## config.mk

```make
export PLATFORM = sky130hd
export DESIGN_NAME = one_hot_detector
export DESIGN_NICKNAME = d
export VERILOG_FILES = /design/src/rtl/one_hot_pkg.sv /design/src/rtl/oh_priority_encoder.sv /design/src/rtl/one_hot_detector_chk.sv /design/src/rtl/one_hot_detector.sv
export SDC_FILE = /design/constraint.sdc
export NUM_CORES = 1
export LEC_CHECK = 0
export ABC_AREA = 1
export ABC_CLOCK_PERIOD_IN_PS = 1000
export CORE_AREA = 2 2 39 41
export DETAILED_ROUTE_END_ITERATION = 10
export DIE_AREA = 0 0 41 43
export SLEW_MARGIN = 10
export SYNTH_ARGS = -nofsm -noshare
export SYNTH_HDL_FRONTEND = slang
export SYNTH_SLANG_ARGS = --single-unit
```

## constraint.sdc

```tcl
create_clock -name clk -period 1 [get_ports clk]
set_input_delay 0.15 -clock clk [delete_from_list [all_inputs] [get_ports clk]]
set_output_delay 0.15 -clock clk [all_outputs]
set_load 0.02 [all_outputs]
```

## src/rtl/one_hot_pkg.sv

```systemverilog
// Shared types and helpers for the one-hot detector slice.
package one_hot_pkg;

  localparam int OH_MAX_WIDTH = 64;

  typedef enum logic [1:0] {OH_NONE, OH_ZERO, OH_ONE, OH_MULTI} oh_class_e;

  function automatic int idx_w(input int w);
    int r;
    r = $clog2(w);
    return (r < 1) ? 1 : r;
  endfunction

endpackage

```

## src/rtl/oh_priority_encoder.sv

```systemverilog
// Combinational priority encoder: index of the highest set bit and a non-zero flag.
module oh_priority_encoder
  import one_hot_pkg::*;
#(
  parameter  int WIDTH = 8,
  localparam int IDX_W = idx_w(WIDTH)
) (
  input  logic [WIDTH-1:0] vec,
  output logic [IDX_W-1:0] idx,
  output logic             any
);

  // Ascending scan so the last (highest) set bit wins.
  always_comb begin
    idx = '0;
    for (int i = 0; i < WIDTH; i++) begin
      idx = vec[i] ? IDX_W'(i) : idx;
    end
  end

  assign any = |vec;

endmodule

```

## src/rtl/one_hot_detector_chk.sv

```systemverilog
// Consistency checker: the one-hot flag must agree with the registered population count.
module one_hot_detector_chk #(
  parameter int IDX_W = 3
) (
  input logic             is_one_hot,
  input logic [IDX_W:0]   bit_count
);

  always_comb begin : p_chk
    assert (is_one_hot == (bit_count == (IDX_W+1)'(1)))
      else $error("one_hot_detector: is_one_hot disagrees with bit_count");
  end

endmodule

```

## src/rtl/one_hot_detector.sv

```systemverilog
// Registered one-hot / zero / multi-hot classifier with highest-bit index.
// Define ONE_HOT_DETECTOR_POPCOUNT_EN to add the registered bit_count output.
module one_hot_detector
  import one_hot_pkg::*;
#(
  parameter  int WIDTH = 8,
  localparam int IDX_W = idx_w(WIDTH)
) (
  input  logic             clk,
  input  logic             rst_n,
  input  logic             in_valid,
  input  logic [WIDTH-1:0] data_in,
  output logic             out_valid,
  output logic             is_one_hot,
  output logic             is_zero,
  output logic             multi_hot,
  output logic [IDX_W-1:0] index
`ifdef ONE_HOT_DETECTOR_POPCOUNT_EN
  ,
  output logic [IDX_W:0]   bit_count
`endif
);

  localparam logic [WIDTH-1:0] ONE_VEC = {{(WIDTH-1){1'b0}}, 1'b1};

  if (WIDTH < 2 || WIDTH > OH_MAX_WIDTH) begin : g_bad_width
    $error("one_hot_detector: WIDTH %0d outside 2..%0d", WIDTH, OH_MAX_WIDTH);
  end

  logic [IDX_W-1:0] idx_s;
  logic             any_s;
  oh_class_e        class_s;

  logic             out_valid_q, out_valid_d;
  logic             is_one_hot_q, is_one_hot_d;
  logic             is_zero_q, is_zero_d;
  logic             multi_hot_q, multi_hot_d;
  logic [IDX_W-1:0] index_q, index_d;

  oh_priority_encoder #(.WIDTH(WIDTH)) u_enc (
    .vec (data_in),
    .idx (idx_s),
    .any (any_s)
  );

  // One-hot iff the sample equals a lone bit at the highest set position.
  always_comb begin
    if (!any_s) begin
      class_s = OH_ZERO;
    end else if (data_in == (ONE_VEC << idx_s)) begin
      class_s = OH_ONE;
    end else begin
      class_s = OH_MULTI;
    end
  end

`ifdef ONE_HOT_DETECTOR_POPCOUNT_EN
  logic [IDX_W:0] pop_s;
  logic [IDX_W:0] bit_count_q, bit_count_d;

  // Population count of the incoming sample.
  always_comb begin
    pop_s = '0;
    for (int i = 0; i < WIDTH; i++) begin
      pop_s = pop_s + (IDX_W+1)'(data_in[i]);
    end
  end

  // Result fields update only on an accepted sample.
  always_comb begin
    bit_count_d = in_valid ? pop_s : bit_count_q;
  end

  // Population count register.
  always_ff @(posedge clk or negedge rst_n) begin
    if (!rst_n) begin
      bit_count_q <= '0;
    end else begin
      bit_count_q <= bit_count_d;
    end
  end

  assign bit_count = bit_count_q;

  one_hot_detector_chk #(.IDX_W(IDX_W)) u_chk (
    .is_one_hot (is_one_hot_q),
    .bit_count  (bit_count_q)
  );
`endif

  // Next-state for the result registers; flags hold while in_valid is low.
  always_comb begin
    out_valid_d  = in_valid;
    is_one_hot_d = is_one_hot_q;
    is_zero_d    = is_zero_q;
    multi_hot_d  = multi_hot_q;
    index_d      = index_q;
    if (in_valid) begin
      index_d = idx_s;
      case (class_s)
        OH_ZERO: begin
          is_one_hot_d = 1'b0; is_zero_d = 1'b1; multi_hot_d = 1'b0;
        end
        OH_ONE: begin
          is_one_hot_d = 1'b1; is_zero_d = 1'b0; multi_hot_d = 1'b0;
        end
        OH_MULTI: begin
          is_one_hot_d = 1'b0; is_zero_d = 1'b0; multi_hot_d = 1'b1;
        end
        default: begin
          is_one_hot_d = 1'b0; is_zero_d = 1'b0; multi_hot_d = 1'b0;
        end
      endcase
    end else begin
      index_d = index_q;
    end
  end

  // Output registers.
  always_ff @(posedge clk or negedge rst_n) begin
    if (!rst_n) begin
      out_valid_q  <= 1'b0;
      is_one_hot_q <= 1'b0;
      is_zero_q    <= 1'b0;
      multi_hot_q  <= 1'b0;
      index_q      <= '0;
    end else begin
      out_valid_q  <= out_valid_d;
      is_one_hot_q <= is_one_hot_d;
      is_zero_q    <= is_zero_d;
      multi_hot_q  <= multi_hot_d;
      index_q      <= index_d;
    end
  end

  assign out_valid  = out_valid_q;
  assign is_one_hot = is_one_hot_q;
  assign is_zero    = is_zero_q;
  assign multi_hot  = multi_hot_q;
  assign index      = index_q;

endmodule

```

### After elaboration in Yosys (flattened, before gate mapping)

Cells that the tools add are included.

| word-level totals | value |
|---|---|
| flip-flop bits (word level) | 7 |

| cells by class | value |
|---|---|
| equality and inequality tests | 4 |
| shifts and indexed selects | 1 |
| muxes and demuxes | 12 |
| reduce and logical (&&, ||, !) cells | 1 |

Operator list:

| cell | number |
|---|---|
| 2-to-1 mux 3 bit | 6 |
| == test 8 bit | 1 |
| OR reduction 8 bit | 1 |
| left shift 1 x 3 -> 8 bit, first input constant | 1 |
| 2-to-1 mux 1 bit | 5 |
| == test 2 bit, second input constant | 2 |
| == test 2 x 1 -> 1 bit, second input constant | 1 |
| 2-to-1 mux 2 bit | 1 |

### Longest topological paths before layout

| logic depth | value |
|---|---|
| depth after elaboration | 13 |
| mapped depth | 12 |
| depth with buffers taken out | 12 |

### Cells and area by module

Synthesis repeated with hierarchy kept, for this count alone.

| unflattened totals | value |
|---|---|
| cell total of the unflattened synthesis | 93 |
| area, all modules | 550.5 um2 |

Modules (own cells, without submodules):

| module | instances | sequential area each (um2) | area each (um2) | cells each |
|---|---|---|---|---|
| one_hot_detector | 1 | 175.2 | 473.0 | 73 |
| oh_priority_encoder | 1 | 0.0 | 77.6 | 20 |

### Worst setup path after synthesis

No wires, ideal clock.

| timing path | value |
|---|---|
| path kind | input port to flip-flop |
| from | input data_in[7] |
| to | register multi_hot_q (netlist: multi_hot) |
| path slack | 0.023 ns |
| arrival time | 0.860 ns |
| buffers on the path | 0 |
| required time | 0.884 ns |
| stages | 10 |
| setup time | 0.116 ns |
| cell sequence | nor2_2 -> nand3_1 -> inv_1 -> nand2_1 -> nand2_1 -> nand2_1 -> nor2_2 -> nand3_1 -> nand2_1 -> nand2_1 |

| on the way | value |
|---|---|
| cells in the longest elaborated chain, start to end | 7 |
| elaborated cells between the ends (all ways) | 8 |

RTL lines:

| what | RTL line | source |
|---|---|---|
| start, declared | one_hot_detector.sv:12 | `input logic [WIDTH-1:0] data_in,` |
| 2-to-1 mux 3 bit | oh_priority_encoder.sv:17 | `idx = vec[i] ? IDX_W'(i) : idx;` |
| left shift 1 x 3 -> 8 bit | one_hot_detector.sv:50 | `end else if (data_in == (ONE_VEC << idx_s)) begin` |
| == test 8 bit | one_hot_detector.sv:50 |  |
| 2-to-1 mux 1 bit | one_hot_detector.sv:50 |  |
| 2-to-1 mux 2 bit (*) | one_hot_detector.sv:48 | `if (!any_s) begin` |
| == test 2 bit (*) | one_hot_detector.sv:100 | `case (class_s)` |
| 2-to-1 mux 1 bit (*) | one_hot_detector.sv:100 |  |
| end signal, assigned | one_hot_detector.sv:131 | `multi_hot_q <= multi_hot_d;` |
| end, declared | one_hot_detector.sv:37 | `logic multi_hot_q, multi_hot_d;` |

Every way passes the cells marked *; elsewhere a longest branch is shown, timed or not.
A chain may end at the register's enable or synchronous reset.

### Worst setup path after layout

| timing path | value |
|---|---|
| from | input data_in[0] |
| to | register multi_hot_q (netlist: multi_hot) |

| on the way | value |
|---|---|
| cells in the longest elaborated chain, start to end | 5 |
| elaborated cells between the ends (all ways) | 6 |

RTL lines:

| what | RTL line |
|---|---|
| == test 8 bit | one_hot_detector.sv:50 |
| 2-to-1 mux 1 bit | one_hot_detector.sv:50 |
| 2-to-1 mux 2 bit (*) | one_hot_detector.sv:48 |
| == test 2 bit (*) | one_hot_detector.sv:100 |
| 2-to-1 mux 1 bit (*) | one_hot_detector.sv:100 |

Marks and branches as above.

==> results.ini <==
[logic_synthesis]
ys_seq_area_frac = 0.4230
ys_ff_latch = 7
synth_cell_types = 13
syn-cell-area_um2 = 414.1
avgSynthCellArea_um2 = 6.680
syn-instance-count = 62
ys.warnings.count = 0
syn-num-nets = 73

[final_layout]
final_cell_mix = nand2_1 (18), buf_4 (18), inv_1 (10)
drive_above_1_share = 0.4356
fin_cells = 117
multi_input_area_um2 = 225.2
area_growth_pct = 82.18
nNetsFinal = 113
n_antenna_cell = 0
final_util = 0.5452
regArea_um2 = 175.2
fill_cells = 152

[place]
dp_hpwl_um = 714.6
gp_congestion = 0.7338
dp_cells = 107
port_buffers = 17

[floorplanning]
start_util = 0.2993
core_um2 = 1384
pin_count = 18
die-area_um2 = 1763
die_h_um = 43
std_cell_rows = 14
fp.dieW_um = 41

[timing]
post-route-period-util = 0.9438
drv_slew = 0
rsz0062_at_grt = yes
slew_headroom = 0.7883
fmax_mhz = 1060
fin_hold_ws_ns = 0.1609
fin_crit_ns = 0.9438
worstMarginPinSlew_ns = 0.3165
fin_worst_skew_ns = 0
hold_violations = 0
setup_viol = 0

[detailed_routing]
firstDrtPassIters = 4
first_iter_violations = 4
routedWlPerCell_um = 9.248
drc = 0
ant_nets = 0
via_per_inst = 4.265
vias = 499
finalWirelength_mm = 1.082

[flow_run]
cap_violations = 0

[clock_tree]
cts.path.max_buffers = 2
cts_sinks = 7
cts_buffers = 3
clkLatencyLatePin_ns = 0.24
cts-hold-fix-buffers = 0
path_clk_slew_ns = 0.05
cts_tree = built
cts_max_level = 1
root_buffer = clkbuf_4

[pwr]
p_leak_nw = 0.4145
total_power_mw = 0.7867
peakVddDrop_v = 0.0004022
power_density_nw_per_um2 = 1043

[run_status]
status = finished clean

[grt]
grt_max_degree = 10
grt_antenna_before_repair = 0
track_usage = 0.1403
grt-ovfl-total = 0
grt_pass1_wl_mm = 1.649
grt_pass1_vias = 434

[setup_path]
cp_slowest_stage_delay_ns = 0.47
cp_data_required_time_ns = 1.14
arrival_ns = 1.08
path_class = in -> reg
crit_path_start_kind = input port
worstSetupEndpointType = flip-flop
cp_slowest_cell = clkdlybuf4s50_1
path_cells = clkdlybuf4s50_1 -> nand3b_1 -> nand2_1 -> nor2_2 -> nand3_1 -> nand2_1 -> nand2_1
worst_path_dominant_cell_family = buffers and inverters
cp_max_fo = 2
cp_common_cell = nand2_1
rrSetupSlack_ns = 0.27
cp_num_buf_inv = 1

[hold_path]
hold_class = in -> async

[per-layer routing]
layer / vias up / track usage / share of wire
met3: 2 / 0.01571 / 0.074
met5: - / 0 / 0
met1: 206 / 0.1503 / 0.36
li1: 271 / - / -
met2: 20 / 0.2344 / 0.55
met4: 0 / 0.1000 / 0.013
[layout make-up]
cell class              count  area share
flip-flops and latches      7      0.2322
repair buffers             36      0.3532
clock buffers               4     0.03483
multi-input cells          43      0.2985
inverters                  11     0.05473
well taps                  16     0.02653
[registers in the layout, indices dropped and copies added, names as in the netlist]
name	cells
out_valid	1
index	3
multi_hot	1
is_one_hot	1
is_zero	1
[final timing paths]
check | depth (start not counted) | end | start
worst max-delay path | 7 | multi_hot$_DFFE_PN0P_ | data_in[0]
worst min-delay path | 1 | index[1]$_DFFE_PN0P_ | rst_n
worst max register to register | 3 | index[1]$_DFFE_PN0P_ | index[1]$_DFFE_PN0P_
worst min register to register | 2 | is_one_hot$_DFFE_PN0P_ | is_one_hot$_DFFE_PN0P_
max in group asynchronous | 1 | out_valid$_DFF_PN0_ | rst_n
min in group clk | 4 | index[0]$_DFFE_PN0P_ | data_in[7]
[metrics by stage]
stage	TNS [ns]	instance area (um2)	setup WS, ns
after floorplan	0	414.1	0.02339
final	0	754.5	0.05621
after global routing	-0.02056	754.5	-0.02056
after detailed placement	-2.413	698.2	-0.5466
after global placement	-2.331	698.2	-0.5295
after CTS	0	734.5	0.001820
[power breakdown]
part / internal (mW) / leakage (nW) / switching, mW
Clock: 0.152 / 0.0150 / 0.0964
Sequential: 0.301 / 0.0784 / 0.00652
Combinational: 0.118 / 0.321 / 0.113
Total: 0.571 / 0.415 / 0.216
[cells by family (layout without fill, tap and decap cells)]
logic type / Yosys count / in the layout / share of synthesized area
AND/OR/NAND/NOR: 36 / 36 / 0.3686
AO/OA/AOI/OAI: 7 / 7 / 0.09970
flip-flops: 7 / 7 / 0.4230
buffers and inverters: 12 / 51 / 0.1088
[Yosys cell counts]
cell      instances  share of area
dfrtp_1           7           0.42
nor2_2            3          0.045
inv_1            11           0.10
o21ai_1           2          0.024
nand4_1           1          0.015
a21boi_0          1          0.018
nand2_1          20           0.18
nand3b_1          1          0.018
nor2_1            8          0.073
o21ai_0           1          0.012
a31oi_1           3          0.045
nand3_1           3          0.036
clkbuf_1          1         0.0091
[repair_timing]
action,CTS,global route
setup endpoints to repair,11,3
buffers inserted,4,2
pin swaps,6,9
gates resized for setup,48,19
Note: power is estimated with default switching activity, not from simulation.
==> edit 1, RTL diff (same settings) <==
`WIDTH` is set to 8 in 2 places; all go to 12.
--- a/src/rtl/oh_priority_encoder.sv
+++ b/src/rtl/oh_priority_encoder.sv
@@ -2,7 +2,7 @@
 module oh_priority_encoder
   import one_hot_pkg::*;
 #(
-  parameter  int WIDTH = 8,
+  parameter  int WIDTH = 12,
   localparam int IDX_W = idx_w(WIDTH)
 ) (
   input  logic [WIDTH-1:0] vec,
--- a/src/rtl/one_hot_detector.sv
+++ b/src/rtl/one_hot_detector.sv
@@ -3,7 +3,7 @@
 module one_hot_detector
   import one_hot_pkg::*;
 #(
-  parameter  int WIDTH = 8,
+  parameter  int WIDTH = 12,
   localparam int IDX_W = idx_w(WIDTH)
 ) (
   input  logic             clk,
Interface: changed (resized data_in and index); port bits go from 18 to 23. No check against the original RTL was run, so the function may have changed too.
==> edit 1 against the original RTL <==
The flow now finishes with violations (negative setup slack). Sequential power is 14% higher. Synthesized area is 50% higher. Critical path depth grew 10. Clock power down 2%. Final area rose by 36%. First-iteration DRC count is 100% higher. Setup slack worse by 270 ps. Synthesized cell count up 45%. Sequential cell count is 1 higher. Routed wire length up 55%. Fmax shrank 22%. Power grew 16%. Global-route usage increased by 9.4 points. Critical endpoint unchanged.
==> edit 1: results (changes against the original RTL) <==
| Metric | Value |
|---|---|
| Outcome | finished with violations |
| Failing checks | negative setup slack |
| Layout filler cell count | 124 (-18%) |
| GRT Total Usage | 0.2344 (+0.09414) |
| Syn nets | 105 (+44%) |
| Post-DP HPWL | 1231 µm (+72%) |
| Met3 Wirelength | 59 µm (-26%) |
| CP max-delay cell | nor3_2 |
| Max VDD drop | 0.5080 mV (+26%) |
| WL met1 | 721 µm (+84%) |
| Leading post-synthesis cells by cell area | dfrtp_1 (32%), nand2_1 (18%), inv_1 (7.8%), nor2_4 (7.2%), nand2_2 (6.0%) |
| Worst-Margin Slew | 358.1 ps (+41.59 ps) |
| RePlAce Congestion | 0.8157 (+11%) |
| First-pass GRT wire length | 2856 µm (+73%) |
| Pin count of the biggest net entering global routing | 9 (-1) |
| Max reg flops | 4 (+1) |
| Slowest stage delay, CP | 200 ps (-270 ps) |
| Worst hold slack | 174.3 ps (+13.46 ps) |
| Final worst slack | -209.8 ps (-266.0 ps) |
| Total Wirelength | 1680 µm (+55%) |
| Final setup viols | 2 (+2) |
| Sequential share of the synthesized area | 0.3219 (-0.1010) |
| Commonest cells post-synth | nand2_1 (29), inv_1 (13), dfrtp_1 (8), nand3_1 (7), nand2_2 (6) |
| Leak | 0.0005403 µW (+30%) |
| Switch Pwr | 284.8 µW (+32%) |
| Number of global-route vias before repair | 703 (+62%) |
| Layout cells sized above 1 | 0.4926 (+0.05700) |
| DP Area | 0.001013 mm² (+45%) |
| Routed wl met2 | 870 µm (+46%) |
| Port bufs | 22 (+5) |
## edit 1: worst max-delay path: cells and delay by family
family | cells | cell delay, ps
buffers and inverters | 2 | 130
and+or+nand+nor | 15 | 1090
## edit 1: path summary, 6_finish.rpt
kind	from	endpoint
setup / recovery	data_in[2]	multi_hot
hold / removal	rst_n	index[3]
setup reg to reg	index[0]	index[0]
hold reg to reg	is_one_hot	is_one_hot
max in group asynchronous	rst_n	multi_hot
min in group clk	data_in[9]	index[3]
## edit 1: timing repair
item                                    CTS  global route
buffers inserted                          3             0
pin swaps                                17             3
endpoints found under the setup margin   14             3
gates resized for setup                  92             2
gates cloned                              0             0
## edit 1: power groups by stage
stage / Sequential [µW] / Combinational [µW] / Clock (µW)
after CTS: 350 / 320 / 247
after global placement: 355 / 321 / 0
final: 350 / 324 / 242
after detailed placement: 356 / 325 / 0
after floorplan: 380 / 110 / 0
after global routing: 352 / 354 / 266
## edit 1: cell type report
type | instances | share of cell area
Sequential cell | 8 | 0.1946
Tap cell | 16 | 0.01946
Clock buffer | 3 | 0.02190
Inverter | 14 | 0.06083
Timing Repair Buffer | 44 | 0.3175
Multi-Input combinational cell | 67 | 0.3856
## edit 1: metrics by stage
step           TNS (ps)  std cells    util  setup slack (ps)
6_report         -352.8        152  0.7432            -209.8
2_1_floorplan    -401.0         90       -            -240.6
3_5_place_dp      -4224        146  0.7324            -895.1
5_1_grt          -640.9        152  0.7432            -354.8
4_1_cts          -300.2        152  0.7405            -193.7
3_3_place_gp      -4147        146  0.7324            -884.5
## edit 1: metal layers
layer  vias to the layer above  track usage
met5                         -            0
met4                         0       0.1400
met3                         4      0.03665
met2                        14       0.3719
met1                       326       0.2783
li1                        382            -
==> edit 2, RTL diff (config.mk and constraints unchanged) <==
Made on the original files. Register the output `multi_hot` once more; this adds one clock of latency there. The other outputs are not delayed to match.
--- a/src/rtl/one_hot_detector.sv
+++ b/src/rtl/one_hot_detector.sv
@@ -136,7 +136,9 @@
   assign out_valid  = out_valid_q;
   assign is_one_hot = is_one_hot_q;
   assign is_zero    = is_zero_q;
-  assign multi_hot  = multi_hot_q;
+  always_ff @(posedge clk) begin
+    multi_hot <= multi_hot_q;
+  end
   assign index      = index_q;
 
 endmodule
Check against the original RTL: not equivalent (Yosys sat finds a counterexample within 4 cycles, from zero or initial values and one cycle with rst_n low).
==> edit 2 against the original RTL <==
Die area stayed put. Sequential cell count up 1. Fmax down 4.2%. Sequential share of layout area rose by 2.9 points. Worst hold slack got worse by 5.7 ps. Setup slack got worse by 42 ps. Routed wire length shrank 7.9%. Core utilization decreased by 0.54 points. Synthesized cell count fell by 4.8%. Largest cell class is now multi-input combinational cells. Critical endpoint is now multi_hot_q. Sequential power grew 15%. Critical path type unchanged. Synthesized area grew 5.7%. Final area decreased by 1.0%. Power increased by 6.6%.
==> edit 2: results (changes against the original RTL) <==
| Metric | Value |
|---|---|
| Sequential share of the synthesized area | 0.4457 (+0.02275) |
| Outcome | complete, no violations |
| CP max-delay cell | clkdlybuf4s15_2 |
| WL per Instance | 9.308 µm (+0.65%) |
| Clock-cell share | 0.03518 (+0.0003500) |
| Worst-Margin Slew | 317.3 ps (+0.7626 ps) |
| FF+latch count, synth | 8 (+1) |
| Post-place setup slack | -470.5 ps (+76.13 ps) |
| GRT Total Usage | 0.1271 (-0.01312) |
| Initial DRC count | 11 (+7) |
| Switch Pwr | 236.1 µW (+9.4%) |
| Post-CTS Setup Repair Bufs | 0 (-4) |
| Worst hold slack | 155.2 ps (-5.723 ps) |
| Vias per inst | 4.374 (+2.6%) |
| Net Sw Frac | 0.2817 (+0.007295) |
| Met2 GRT Util | 0.1938 (-0.04062) |
| Layout filler cell count | 135 (-11%) |
| Asr flop ratio synth | 0.8750 (-0.1250) |
| Total Wirelength | 996 µm (-7.9%) |
| Reg power frac | 0.422 (+0.031) |
| Layout cells sized above 1 | 0.5055 (+0.06985) |
| Syn nets | 70 (-4.1%) |
| Signal inverters | 9 (-2) |
| Slowest stage delay, CP | 200 ps (-270 ps) |
| Signal buffers share of area | 0.2747 (-0.07853) |
| Multi-input logic area | 266.5 µm² (+18%) |
| DP Area | 710.7 µm² (+1.8%) |
| Arrival time worst endpoint | 1120 ps (+40 ps) |
| # resized after CTS | 40 (-17%) |
| Clk_skew | 0.05160 ps (+0.05160 ps) |
| Reg area | 195.2 µm² (+11%) |
| Max VDD drop | 0.5016 mV (+25%) |
| WL met1 | 441 µm (+13%) |
| Top Metal Used | met3 |
-- edit 2: cell count changes in the layout (fill, tap and decap cells not counted), moves of 4 or more --
| cell | delta |
|---|---|
| nand2_2 | +5 |
| buf_4 | -7 |
| nand2_1 | -6 |
| inv_1 | -4 |
-- edit 2: worst max-delay path: cells and delay by family --
| family | cells | cell delay (ps) |
|---|---|---|
| and+or+nand+nor | 6 | 510 |
| buffers and inverters | 1 | 200 |
| AOI/OAI and AO/OA | 2 | 250 |
-- edit 2: kinds of logic after synthesis --
| kind of cell | Yosys count | synth area share |
|---|---|---|
| simple gates | 33 | 0.3457 |
| buf+inv | 9 | 0.07716 |
| compound gates | 9 | 0.1315 |
| flops | 8 | 0.4457 |
-- edit 2: final timing paths --
kind | startpoint | end
max | data_in[5] | multi_hot_q
min | rst_n | index[2]
max reg2reg | index[1] | index[1]
min reg2reg | multi_hot_q | multi_hot
max in group asynchronous | rst_n | is_zero
min in group clk | data_in[7] | index[0]
